File: src/rtl/mgmt_gpio_sequencer.sv
// Management GPIO pad owner: software-driven value or a hardware blink sequencer
// with programmable on/off periods and blink count, configured through a small register port.
module mgmt_gpio_sequencer #(
    parameter int TICK_W = 24,
    parameter int CNT_W  = 8
) (
    input  logic             core_clk,
    input  logic             core_rst,
    input  logic             cfg_we,
    input  logic [1:0]       cfg_addr,
    input  logic [31:0]      cfg_wdata,
    input  logic             start,
    input  logic             abort,
    output logic             busy,
    output logic             done,
    output logic [CNT_W-1:0] blinks_done,
    output logic             gpio_out_pad,
    output logic             gpio_outenb_pad,
    output logic             gpio_inenb_pad
);
    typedef enum logic [1:0] {IDLE = 2'd0, ON = 2'd1, OFF = 2'd2} state_t;

    // Counter load value for a period register; a period of 0 behaves as 1.
    function automatic logic [TICK_W-1:0] eff_load(input logic [TICK_W-1:0] v);
        return (v == '0) ? '0 : v - TICK_W'(1);
    endfunction

    function automatic logic [CNT_W-1:0] sat_inc(input logic [CNT_W-1:0] v);
        return (&v) ? v : v + CNT_W'(1);
    endfunction

    state_t             state, state_nxt;
    logic               mode, sw_value, oe;
    logic [TICK_W-1:0]  on_ticks, off_ticks;
    logic [CNT_W-1:0]   count;
    logic [TICK_W-1:0]  on_snap, off_snap, tick;
    logic [CNT_W-1:0]   cnt_snap;

    logic               ctrl_wr, mode_nxt, sw_nxt, oe_nxt;
    logic               stop, launch, tick_zero, last_blink;
    logic               pad_nxt, busy_nxt, done_nxt;
    logic [CNT_W-1:0]   blinks_nxt;
    logic               unused_wdata;

    assign unused_wdata = ^cfg_wdata[31:TICK_W];

    // Register values as they will be after this edge, so CTRL writes reach the pad next cycle.
    assign ctrl_wr  = cfg_we && (cfg_addr == 2'd0);
    assign mode_nxt = ctrl_wr ? cfg_wdata[0] : mode;
    assign sw_nxt   = ctrl_wr ? cfg_wdata[1] : sw_value;
    assign oe_nxt   = ctrl_wr ? cfg_wdata[2] : oe;

    assign stop       = (state != IDLE) && (abort || (ctrl_wr && !cfg_wdata[0]));
    assign launch     = (state == IDLE) && start && !abort && mode && (count != '0);
    assign tick_zero  = (tick == '0);
    assign last_blink = (({1'b0, blinks_done} + (CNT_W+1)'(1)) == {1'b0, cnt_snap});

    always_ff @(posedge core_clk) begin
        if (core_rst) begin
            mode      <= 1'b0;
            sw_value  <= 1'b0;
            oe        <= 1'b0;
            on_ticks  <= '0;
            off_ticks <= '0;
            count     <= '0;
        end else if (cfg_we) begin
            case (cfg_addr)
                2'd0:    {oe, sw_value, mode} <= cfg_wdata[2:0];
                2'd1:    on_ticks  <= cfg_wdata[TICK_W-1:0];
                2'd2:    off_ticks <= cfg_wdata[TICK_W-1:0];
                default: count     <= cfg_wdata[CNT_W-1:0];
            endcase
        end
    end

    always_ff @(posedge core_clk) begin
        if (core_rst) state <= IDLE;
        else          state <= state_nxt;
    end

    always_comb begin
        state_nxt = state;
        case (state)
            IDLE: if (launch) state_nxt = ON;
            ON: begin
                if (stop)           state_nxt = IDLE;
                else if (tick_zero) state_nxt = OFF;
            end
            OFF: begin
                if (stop)           state_nxt = IDLE;
                else if (tick_zero) state_nxt = last_blink ? IDLE : ON;
            end
            default: state_nxt = IDLE;
        endcase
    end

    always_comb begin
        busy_nxt   = (state_nxt != IDLE);
        done_nxt   = (state == OFF) && !stop && tick_zero && last_blink;
        pad_nxt    = 1'b0;
        blinks_nxt = blinks_done;
        if (state_nxt == ON)        pad_nxt = 1'b1;
        else if (state_nxt == IDLE) pad_nxt = mode_nxt ? 1'b0 : sw_nxt;
        if (launch)
            blinks_nxt = '0;
        else if ((state == OFF) && !stop && tick_zero)
            blinks_nxt = sat_inc(blinks_done);
    end

    // Working copies only matter while busy, so they carry no reset.
    always_ff @(posedge core_clk) begin
        if (launch) begin
            on_snap  <= on_ticks;
            off_snap <= off_ticks;
            cnt_snap <= count;
            tick     <= eff_load(on_ticks);
        end else if ((state == ON) && tick_zero) begin
            tick <= eff_load(off_snap);
        end else if ((state == OFF) && tick_zero) begin
            tick <= eff_load(on_snap);
        end else begin
            tick <= tick - TICK_W'(1);
        end
    end

    always_ff @(posedge core_clk) begin
        if (core_rst) begin
            busy            <= 1'b0;
            done            <= 1'b0;
            blinks_done     <= '0;
            gpio_out_pad    <= 1'b0;
            gpio_outenb_pad <= 1'b1;
            gpio_inenb_pad  <= 1'b0;
        end else begin
            busy            <= busy_nxt;
            done            <= done_nxt;
            blinks_done     <= blinks_nxt;
            gpio_out_pad    <= pad_nxt;
            gpio_outenb_pad <= ~oe_nxt;
            gpio_inenb_pad  <= oe_nxt;
        end
    end
endmodule

File: config.mk
export PLATFORM = sky130hd
export DESIGN_NAME = mgmt_gpio_sequencer
export DESIGN_NICKNAME = d
export VERILOG_FILES = /design/src/rtl/mgmt_gpio_sequencer.sv
export SDC_FILE = /design/constraint.sdc
export NUM_CORES = 1
export LEC_CHECK = 0
export BUFFER_PORTS_ARGS = -buffer_cell sky130_fd_sc_hd__buf_2
export CAP_MARGIN = 20
export CORE_ASPECT_RATIO = 1.5
export CORE_UTILIZATION = 30
export CTS_BUF_LIST = sky130_fd_sc_hd__clkbuf_16
export CTS_CLUSTER_DIAMETER = 80
export CTS_CLUSTER_SIZE = 8
export DETAILED_ROUTE_END_ITERATION = 10
export PLACE_DENSITY = 0.47
export SLEW_MARGIN = 20
export SYNTH_ARGS = -nofsm -noshare
export SYNTH_HDL_FRONTEND = slang
export SYNTH_SLANG_ARGS = --single-unit
File: constraint.sdc
create_clock -name core_clk -period 4.7 [get_ports core_clk]
set_input_delay 0.705 -clock core_clk [delete_from_list [all_inputs] [get_ports core_clk]]
set_output_delay 0.705 -clock core_clk [all_outputs]
set_load 0.1 [all_outputs]
Word-level counts from Yosys, hierarchy flattened
Index checks and enable logic that the tools add are counted.

cells by class
  add/sub/neg operators = 6
  mux-type cells = 19
  equality and inequality tests = 6
  bitwise logic cells = 3
  reduce and logical (&&, ||, !) cells = 34

operator list
  cell                     count
  $mux W24                 6
  $logic_not A24 Y1        4
  $sub A24 B1 Y24 const B  4
  $logic_and A1 B1 Y1      12
  $mux W2                  5
  $reduce_and A2 Y1        5
  $add A8 B1 Y9 const B    1
  $eq A9 B8 Y1             1
  $add A8 B1 Y8 const B    1
  $reduce_and A8 Y1        1
  $reduce_bool A8 Y1       1
  $mux W1                  7
  $eq A2 B1 Y1 const B     3
  $logic_not A2 Y1         3
  $pmux W2 S3              1
  $eq A2 B2 Y1 const B     2
  $reduce_bool A2 Y1       2
  $logic_not A1 Y1         3
  $not A1 Y1               3
  $reduce_or A3 Y1         1
  $reduce_or A2 Y1         1
  $logic_or A1 B1 Y1       1

storage, ports and cells
  logic and storage cells = 85
  output and inout port bits = 13
  bits in registers = 154

Longest topological paths before layout
Gate-level depths: netlist (run 1).

  word-level depth = 10
  gate-level depth with buffers = 9
  depth with buffers taken out = 8

Least setup slack after synthesis (run 1)
OpenSTA, ideal clock, no wires.

  path type = input-to-reg
  start = input abort
  end = register tick[2]
  stages on the path = 8
  required time = 4566 ps
  buffers on the path = 2
  path slack = 1518 ps
  arrival = 3047 ps
  path through = nor4b_1 -> o211ai_1 -> clkbuf_1 -> inv_1 -> nor2_1 -> clkbuf_1 -> o211ai_1 -> o221ai_1

between the ends
  cells in the longest elaborated chain, start to end = 5

RTL lines
  what                               line  source
  from (decl)                        13    input logic abort,
  $logic_not A1 Y1                   54    assign launch = (state == IDLE) && start && !abort && mode && (count != '0);
  $logic_and A1 B1 Y1 (3 in series)  54
  via launch                         40    logic stop, launch, tick_zero, last_blink;
  $mux W24                           112   if (launch) begin
  to (signal assigned)               116   tick <= eff_load(on_ticks);
  to (signal assigned)               118   tick <= eff_load(off_snap);
  to (signal assigned)               120   tick <= eff_load(on_snap);
  to (decl)                          36    logic [TICK_W-1:0] on_snap, off_snap, tick;

The timed path passes the listed nets, and every way through them passes these cells.
A chain may end at the register's enable or synchronous reset.

Worst setup path after layout (run 1)
  start = register tick[12]
  end = register blinks_done[6]

between the ends
  cells in the longest elaborated chain, start to end = 3

RTL lines
  what                         line  source
  $logic_not A24 Y1            55    assign tick_zero = (tick == '0);
  $logic_and A1 B1 Y1          106   else if ((state == OFF) && !stop && tick_zero)
  $reduce_and A2 Y1 (no line)  n/a
  to (signal assigned)         137   blinks_done <= blinks_nxt;
  to (decl)                    16    output logic [CNT_W-1:0] blinks_done,

Every way passes these cells.

==> summary.md, run 1 <==
| Metric | Value |
|---|---|
| Status | `completed` |
| Core Footprint | `25100 um^2` |
| TritonCTS clock tree | `built` |
| Number of synthesized flops with an enable pin | `56` |
| Total die area | `26400 um^2` |
| Vias in the first global route | `6052` |
| Total of buffers placed on input and output ports | `43` |
| Count of cells along the worst hold path | `0` |
| Synth warnings | `0` |
| Post-route setup TNS | `0 ns` |
| Peak ir drop on the vdd network | `0.315 mV` |
| Number of violations reported at the end of detailed-routing iteration 0 | `342` |
| Final critical-path setup slack | `1.38 ns` |
| Number of nets produced by synthesis | `893` |
| Worst-margin pin slew | `0.990 ns` |
| Via total after detailed routing | `6193` |
| Proportion of synthesized chip area in sequential cells | `47.2%` |
| Grt ovf | `0` |
| Achievable Freq | `302 MHz` |
| Final worst path period share | `70.6%` |
| Synth-to-Final Area Change | `14.6%` |
| Resize count post-CTS | `0` |
| Number of clock buffers inserted by TritonCTS | `17` |
| Worst Skew | `0.00942 ns` |
| WL/cell | `16.9 um` |
| Number of hold-slack violations in the final timing report | `0` |
| DR pass1 iterations | `4` |
| Max-capacitance violation count | `0` |
| Cell row count | `71` |
| Post-synthesis average cell area | `9.10 um^2` |
| Register bit total from synthesis | `154` |
| Path type of the worst min-delay path | `reg2reg` |
| Setup repair after global routing missed its margin | `false` |
| # diodes | `0` |
| Instance count after placement with tap cells included | `1197` |
| Total area of multi-input combinational cells | `3880 um^2` |
| Number of distinct library cell variants in the gate-level netlist after synthesis | `58` |
| All-layer global routing usage | `16.5%` |
| Cell area power density | `374 nW/um^2` |
| Cell chosen for the clock root | `sky130_fd_sc_hd__clkbuf_16` |
| Effective utilization at floorplan | `30.7%` |
| Cell area after synthesis | `7720 um^2` |
| Length in cells of the worst reg-to-reg path | `6` |
| Final max-slew violation count | `0` |
| Number of DRC violations after detailed routing | `0` |
| Wire length of the first global-routing pass | `33100 um` |
| Vert. Die Dim | `198 um` |
| Post-place setup slack | `1.35 ns` |
| Required arrival time at the worst endpoint | `5.03 ns` |
| Critical path peak fanout | `9` |
| WL final | `20800 um` |
| Arrival time of data at the critical path endpoint | `3.65 ns` |
| Kind of capture point of the worst setup path | `flip-flop` |
| Setup fix buffers added after clock tree synthesis | `0` |
| Nets | `933` |
| Number of failing setup endpoints in the final timing report | `0` |
| Number of cells produced by synthesis | `848` |
| Final ANT Viol Nets | `0` |
| Pin count of the biggest net entering global routing | `58` |
| Routability congestion estimate | `0.825` |
| Register cell area after layout | `3640 um^2` |
| Startpoint type of the worst setup path | `flip-flop` |
| Detailed placer's ending HPWL | `16100 um` |
| Synth async-reset ratio | `0%` |
| Total of fill cells in the finished design | `2626` |
| Leakage power summed over all cells | `3.01 nW` |
| Total power consumption of the routed design | `3.31 mW` |
| Clock H-tree levels | `4` |
| Critical path type | `reg2reg` |
| Clock Sinks | `154` |
| Post-layout minimum cycle time | `3.32 ns` |
| Number of standard cells in the layout, taps in and fillers out | `1228` |
| Number of primary I/O pins | `52` |
| Synth Flop Type | `sky130_fd_sc_hd__dfxtp_1` |
| Detail-routed via count per cell | `5.04` |
| CTS Hold Buffers Added | `0` |
| Die Span X | `133 um` |
| Layout cells sized above 1 | `10.7%` |
| Maximum root-to-sink buffer count | `2` |
| Clock latency at the later pin of the worst-skew pair | `0.43 ns` |
| Headroom to the max-slew limit | `33.8%` |
| Clock slew at reported path FFs | `0.06 ns` |
| Initial antenna violation count | `0` |
final timing paths:
kind	from	end	slack, ns
max	tick[12]	blinks_done[6]	1.38
min	off_ticks[20]	off_snap[20]	0.43
max reg2reg	tick[12]	blinks_done[6]	1.38
min reg2reg	off_ticks[20]	off_snap[20]	0.43
cells in the mapped netlist (7+ instances only):
| library cell | instances | area share, % |
|---|---|---|
| sky130_fd_sc_hd__a21oi_1 | 66 | 4.3 |
| sky130_fd_sc_hd__clkbuf_1 | 30 | 1.5 |
| sky130_fd_sc_hd__dfxtp_1 | 98 | 25 |
| sky130_fd_sc_hd__edfxtp_1 | 56 | 22 |
| sky130_fd_sc_hd__inv_1 | 16 | 0.78 |
| sky130_fd_sc_hd__mux2i_1 | 20 | 2.6 |
| sky130_fd_sc_hd__nand2_1 | 138 | 6.7 |
| sky130_fd_sc_hd__nand3_1 | 21 | 1.4 |
| sky130_fd_sc_hd__nand4_1 | 8 | 0.65 |
| sky130_fd_sc_hd__nor2_1 | 69 | 3.4 |
| sky130_fd_sc_hd__nor3_1 | 34 | 2.2 |
| sky130_fd_sc_hd__nor4_1 | 22 | 1.8 |
| sky130_fd_sc_hd__o211ai_1 | 13 | 1.3 |
| sky130_fd_sc_hd__o21ai_0 | 24 | 1.6 |
| sky130_fd_sc_hd__o221ai_1 | 11 | 1.2 |
| sky130_fd_sc_hd__o31ai_1 | 7 | 0.68 |
| sky130_fd_sc_hd__or3_1 | 15 | 1.2 |
| sky130_fd_sc_hd__or4_1 | 23 | 2.2 |
| sky130_fd_sc_hd__xnor2_1 | 50 | 5.7 |
| sky130_fd_sc_hd__xor2_1 | 28 | 3.2 |
final cells by class:
| cell class | instances | area share, % |
|---|---|---|
| repair buffers | 54 | 3.37 |
| flip-flops and latches | 154 | 41.2 |
| multi-input cells | 645 | 43.9 |
| well taps | 328 | 4.64 |
| clock inverters | 13 | 1.16 |
| inverters | 16 | 0.679 |
| clock buffers | 18 | 5.09 |
kinds of logic (layout without fill, tap and decap cells):
kind of cell             after synthesis  after routing  share of synthesized area (%)
adder cells (fa/ha/maj)                6              6                          0.972
buffers and inverters                 49            101                           2.50
XOR/XNOR                              78             78                           8.85
AND/OR/NAND/NOR                      383            383                           25.1
multiplexers                          20             20                           2.59
AO/OA/AOI/OAI                        158            158                           12.8
flip-flops                           154            154                           47.2
registers in the layout (all words and copies together), names as in the netlist:
name / count
cnt_snap: 8
sw_value: 1
count: 8
off_ticks: 24
on_ticks: 24
mode: 1
gpio_inenb_pad: 1
blinks_done: 8
gpio_outenb_pad: 1
off_snap: 24
tick: 24
on_snap: 24
done: 1
busy: 1
oe: 1
gpio_out_pad: 1
state: 2
where the power goes:
part	leakage (nW)	switching, mW	internal, mW
sequential	1.25	0.0994	1.47
clock	0.273	0.548	0.749
combinational	1.49	0.249	0.199
total	3.01	0.896	2.42
cell usage in the layout, fill, tap and decap left out, types with 20 or more instances in the layout:
cell / instances
sky130_fd_sc_hd__buf_2: 43
sky130_fd_sc_hd__mux2i_1: 20
sky130_fd_sc_hd__o21ai_0: 24
sky130_fd_sc_hd__nor3_1: 34
sky130_fd_sc_hd__nor4_1: 22
sky130_fd_sc_hd__edfxtp_1: 56
sky130_fd_sc_hd__nand2_1: 138
sky130_fd_sc_hd__nor2_1: 69
sky130_fd_sc_hd__a21oi_1: 66
sky130_fd_sc_hd__or4_1: 23
sky130_fd_sc_hd__xor2_1: 28
sky130_fd_sc_hd__xnor2_1: 50
sky130_fd_sc_hd__nand3_1: 21
sky130_fd_sc_hd__dfxtp_1: 98
per-layer routing:
| layer | wire length [um] | GRT usage, % | share of wire, % | vias up |
|---|---|---|---|---|
| li1 | - | - | - | 3165 |
| met1 | 8740 | 18.0 | 42 | 2906 |
| met2 | 11000 | 31.2 | 53 | 91 |
| met3 | 586 | 2.83 | 2.8 | 31 |
| met4 | 511 | 6.85 | 2.5 | 0 |
| met5 | 0 | 0 | 0 | - |
stage by stage:
step | hold WS, ns | utilization [%] | area (um^2)
after floorplan | 0.408 | - | 7720
after global placement | 0.411 | 33.0 | 8300
after detailed placement | 0.412 | 33.0 | 8300
after CTS | 0.429 | 35.2 | 8850
after global routing | 0.431 | 35.2 | 8850
final | 0.426 | 35.2 | 8850
worst max-delay path: stages (launching register included):
cell                      delay [ns]
sky130_fd_sc_hd__dfxtp_1        0.32
sky130_fd_sc_hd__or4_1          0.66
sky130_fd_sc_hd__nor4b_1        0.73
sky130_fd_sc_hd__nand4_1        0.72
sky130_fd_sc_hd__nor4_1         0.55
sky130_fd_sc_hd__a31oi_1        0.13
sky130_fd_sc_hd__o21a_1         0.11
Note: power is estimated with default switching activity, not from simulation.
==> inputs of run 2 (changes only) <==
clock period = 3.1 ns   (was 4.7 ns; I/O delays follow)
==> summary.md, run 2 (synthesis results as in run 1) <==
| Metric | Value |
|---|---|
| Critical path peak fanout | `14 (was 9)` |
| End-of-flow core utilization | `35.7% (was 35.2%)` |
| Nets | `952 (was 933)` |
| Number of DRC violations after detailed routing | `0 (unchanged)` |
| Cell area power density | `557 nW/um^2 (was 374 nW/um^2)` |
| TritonCTS clock tree | `built (unchanged)` |
| Launching point of the worst reg2reg path | `tick[12] (unchanged)` |
| Total of buffers placed on input and output ports | `43 (unchanged)` |
| Via total after detailed routing | `6225 (was 6193)` |
| Number of hold-slack violations in the final timing report | `0 (unchanged)` |
| Number of failing setup endpoints in the final timing report | `0 (unchanged)` |
| Grt ovf | `0 (unchanged)` |
| Master of the slowest instance on the critical path | `sky130_fd_sc_hd__or4_1 (was sky130_fd_sc_hd__nor4b_1)` |
| Headroom to the max-slew limit | `46.4% (was 33.8%)` |
| CTS Hold Buffers Added | `0 (unchanged)` |
| Clock slew at reported path FFs | `0.06 ns (about the same)` |
| Critical path, cell by cell | `or4_1, or4b_4, or4_4, a21o_1, o221ai_1 (was or4_1, nor4b_1, nand4_1, nor4_1, a31oi_1, o21a_1)` |
| Wire length of the first global-routing pass | `33900 um (was 33100 um)` |
| Commonest non-fill, non-tap cell in the layout | `sky130_fd_sc_hd__nand2_1 (unchanged)` |
| DR pass1 iterations | `5 (was 4)` |
| Layout cells sized above 1 | `12.5% (was 10.7%)` |
| Cell chosen for the clock root | `sky130_fd_sc_hd__clkbuf_16 (unchanged)` |
| Detailed placer's ending HPWL | `16500 um (was 16100 um)` |
| Status | `completed (unchanged)` |
| Required arrival time at the worst endpoint | `3.44 ns (was 5.03 ns)` |
| Critical Path End | `tick[19] (was blinks_done[6])` |
| Kind of capture point of the worst setup path | `flip-flop (unchanged)` |
| WL final | `21400 um (was 20800 um)` |
| Post-route setup TNS | `0 ns (unchanged)` |
| # diodes | `0 (unchanged)` |
| All-layer global routing usage | `17.0% (was 16.5%)` |
| Vert. Die Dim | `198 um (unchanged)` |
| Final worst path period share | `90.3% (was 70.6%)` |
| Number of clock buffers inserted by TritonCTS | `17 (unchanged)` |
| Setup repair after global routing missed its margin | `false (unchanged)` |
| Setup slack of the worst register-to-register path | `0.30 ns (was 1.38 ns)` |
| Peak ir drop on the vdd network | `0.390 mV (was 0.315 mV)` |
| Clock latency at the later pin of the worst-skew pair | `0.43 ns (about the same)` |
| Reg2Reg Capture Point | `tick[19] (was blinks_done[6])` |
| Highest-count cells in the layout ignoring fill and taps | `sky130_fd_sc_hd__nand2_1, sky130_fd_sc_hd__dfxtp_1, sky130_fd_sc_hd__nor2_1 (unchanged)` |
| Leakage power summed over all cells | `3.09 nW (was 3.01 nW)` |
| Cell row count | `71 (unchanged)` |
| Synth-to-Final Area Change | `16.3% (was 14.6%)` |
| Clock H-tree levels | `4 (unchanged)` |
| Arrival time of data at the critical path endpoint | `3.14 ns (was 3.65 ns)` |
| Pin count of the biggest net entering global routing | `60 (was 58)` |
| WL/cell | `17.2 um (was 16.9 um)` |
| Max-capacitance violation count | `0 (unchanged)` |
| Initial antenna violation count | `0 (unchanged)` |
| Startpoint type of the worst setup path | `flip-flop (unchanged)` |
| Worst Skew | `0.00649 ns (was 0.00942 ns)` |
| Detail-routed via count per cell | `4.99 (was 5.04)` |
| Routability congestion estimate | `0.833 (was 0.825)` |
| Total die area | `26400 um^2 (unchanged)` |
| Clock Sinks | `154 (unchanged)` |
| Path type of the worst min-delay path | `in2reg (was reg2reg)` |
| Die Span X | `133 um (unchanged)` |
| Vias in the first global route | `6173 (was 6052)` |
| Final max-slew violation count | `0 (unchanged)` |
| Core Footprint | `25100 um^2 (unchanged)` |
| Critical path type | `reg2reg (unchanged)` |
| Post-layout minimum cycle time | `2.80 ns (was 3.32 ns)` |
| Effective utilization at floorplan | `30.7% (unchanged)` |
| Final ANT Viol Nets | `0 (unchanged)` |
| Critical path startpoint | `tick[12] (unchanged)` |
| Achievable Freq | `357 MHz (was 302 MHz)` |
| Maximum root-to-sink buffer count | `2 (unchanged)` |
| Number of violations reported at the end of detailed-routing iteration 0 | `328 (was 342)` |
| Largest stage delay, worst path | `0.59 ns (was 0.73 ns)` |
| Length in cells of the worst reg-to-reg path | `5 (was 6)` |
| Worst-margin pin slew | `0.804 ns (was 0.990 ns)` |
| Setup fix buffers added after clock tree synthesis | `0 (unchanged)` |
| Number of primary I/O pins | `52 (unchanged)` |
run 2: changes by cell type in the layout (fill, tap and decap cells not counted), sizes merged:
cell	change
buf	+19
clkbuf	-1
clkinvlp	+1
inv	+1
run 2: what timing repair did:
action | 4_1_cts | 5_1_grt
endpoints found under the hold margin | 0 | 0
endpoints found under the setup margin | 0 | 6
resized for setup | 0 | 1
run 2: area by class of cell:
type | count | area (um^2)
fill | 2677 | 16200
multi-input combinational | 645 | 3890
sequential | 154 | 3640
timing repair buffer | 73 | 440
clock buffer | 17 | 425
tap | 328 | 410
clock inverter | 15 | 111
inverter | 16 | 60.1
run 2: worst min-delay path by stage:
stage                   from             to  slack [ns]  cells past startpoint
2_1_floorplan   off_ticks[0]    off_snap[0]        0.41                      0
3_3_place_gp    off_ticks[6]    off_snap[6]        0.41                      0
3_5_place_dp   off_ticks[13]   off_snap[13]        0.42                      0
4_1_cts        cfg_wdata[14]   on_ticks[14]        0.26                      3
5_1_grt        cfg_wdata[10]   on_ticks[10]        0.27                      3
6_report       cfg_wdata[11]  off_ticks[11]        0.28                      3
run 2: per-stage QoR:
step	hold WS (ns)	setup WS, ns	std cells	instance area [um^2]	total power [mW]
after floorplan	0.408	0.158	848	7720	2.88
after global placement	0.410	0.165	1216	8440	3.10
after detailed placement	0.416	0.0648	1216	8440	3.12
after CTS	0.260	0.0338	1248	8970	5.06
after global routing	0.273	0.221	1248	8980	5.24
final	0.276	0.299	1248	8980	5.00
run 2: layer usage:
layer | wire [um] | global-route usage, % | vias to the layer above
met5 | 0 | 0 | -
met4 | 537 | 7.32 | 0
met3 | 711 | 2.88 | 30
met2 | 11200 | 31.6 | 104
met1 | 8960 | 18.8 | 2876
li1 | - | - | 3215
run 2: report_power, final:
group | internal (mW) | switching, mW | total (mW)
combinational | 0.318 | 0.384 | 0.703
sequential | 2.23 | 0.150 | 2.38
clock | 1.09 | 0.839 | 1.93
total | 3.63 | 1.37 | 5.00
run 2: worst max-delay path: cells and delay by family, from the launching register on:
| family | cells | cell delay, ns |
|---|---|---|
| AND/OR/NAND/NOR | 3 | 1.74 |
| AO/OA/AOI/OAI | 2 | 0.65 |
| flip-flops | 1 | 0.33 |
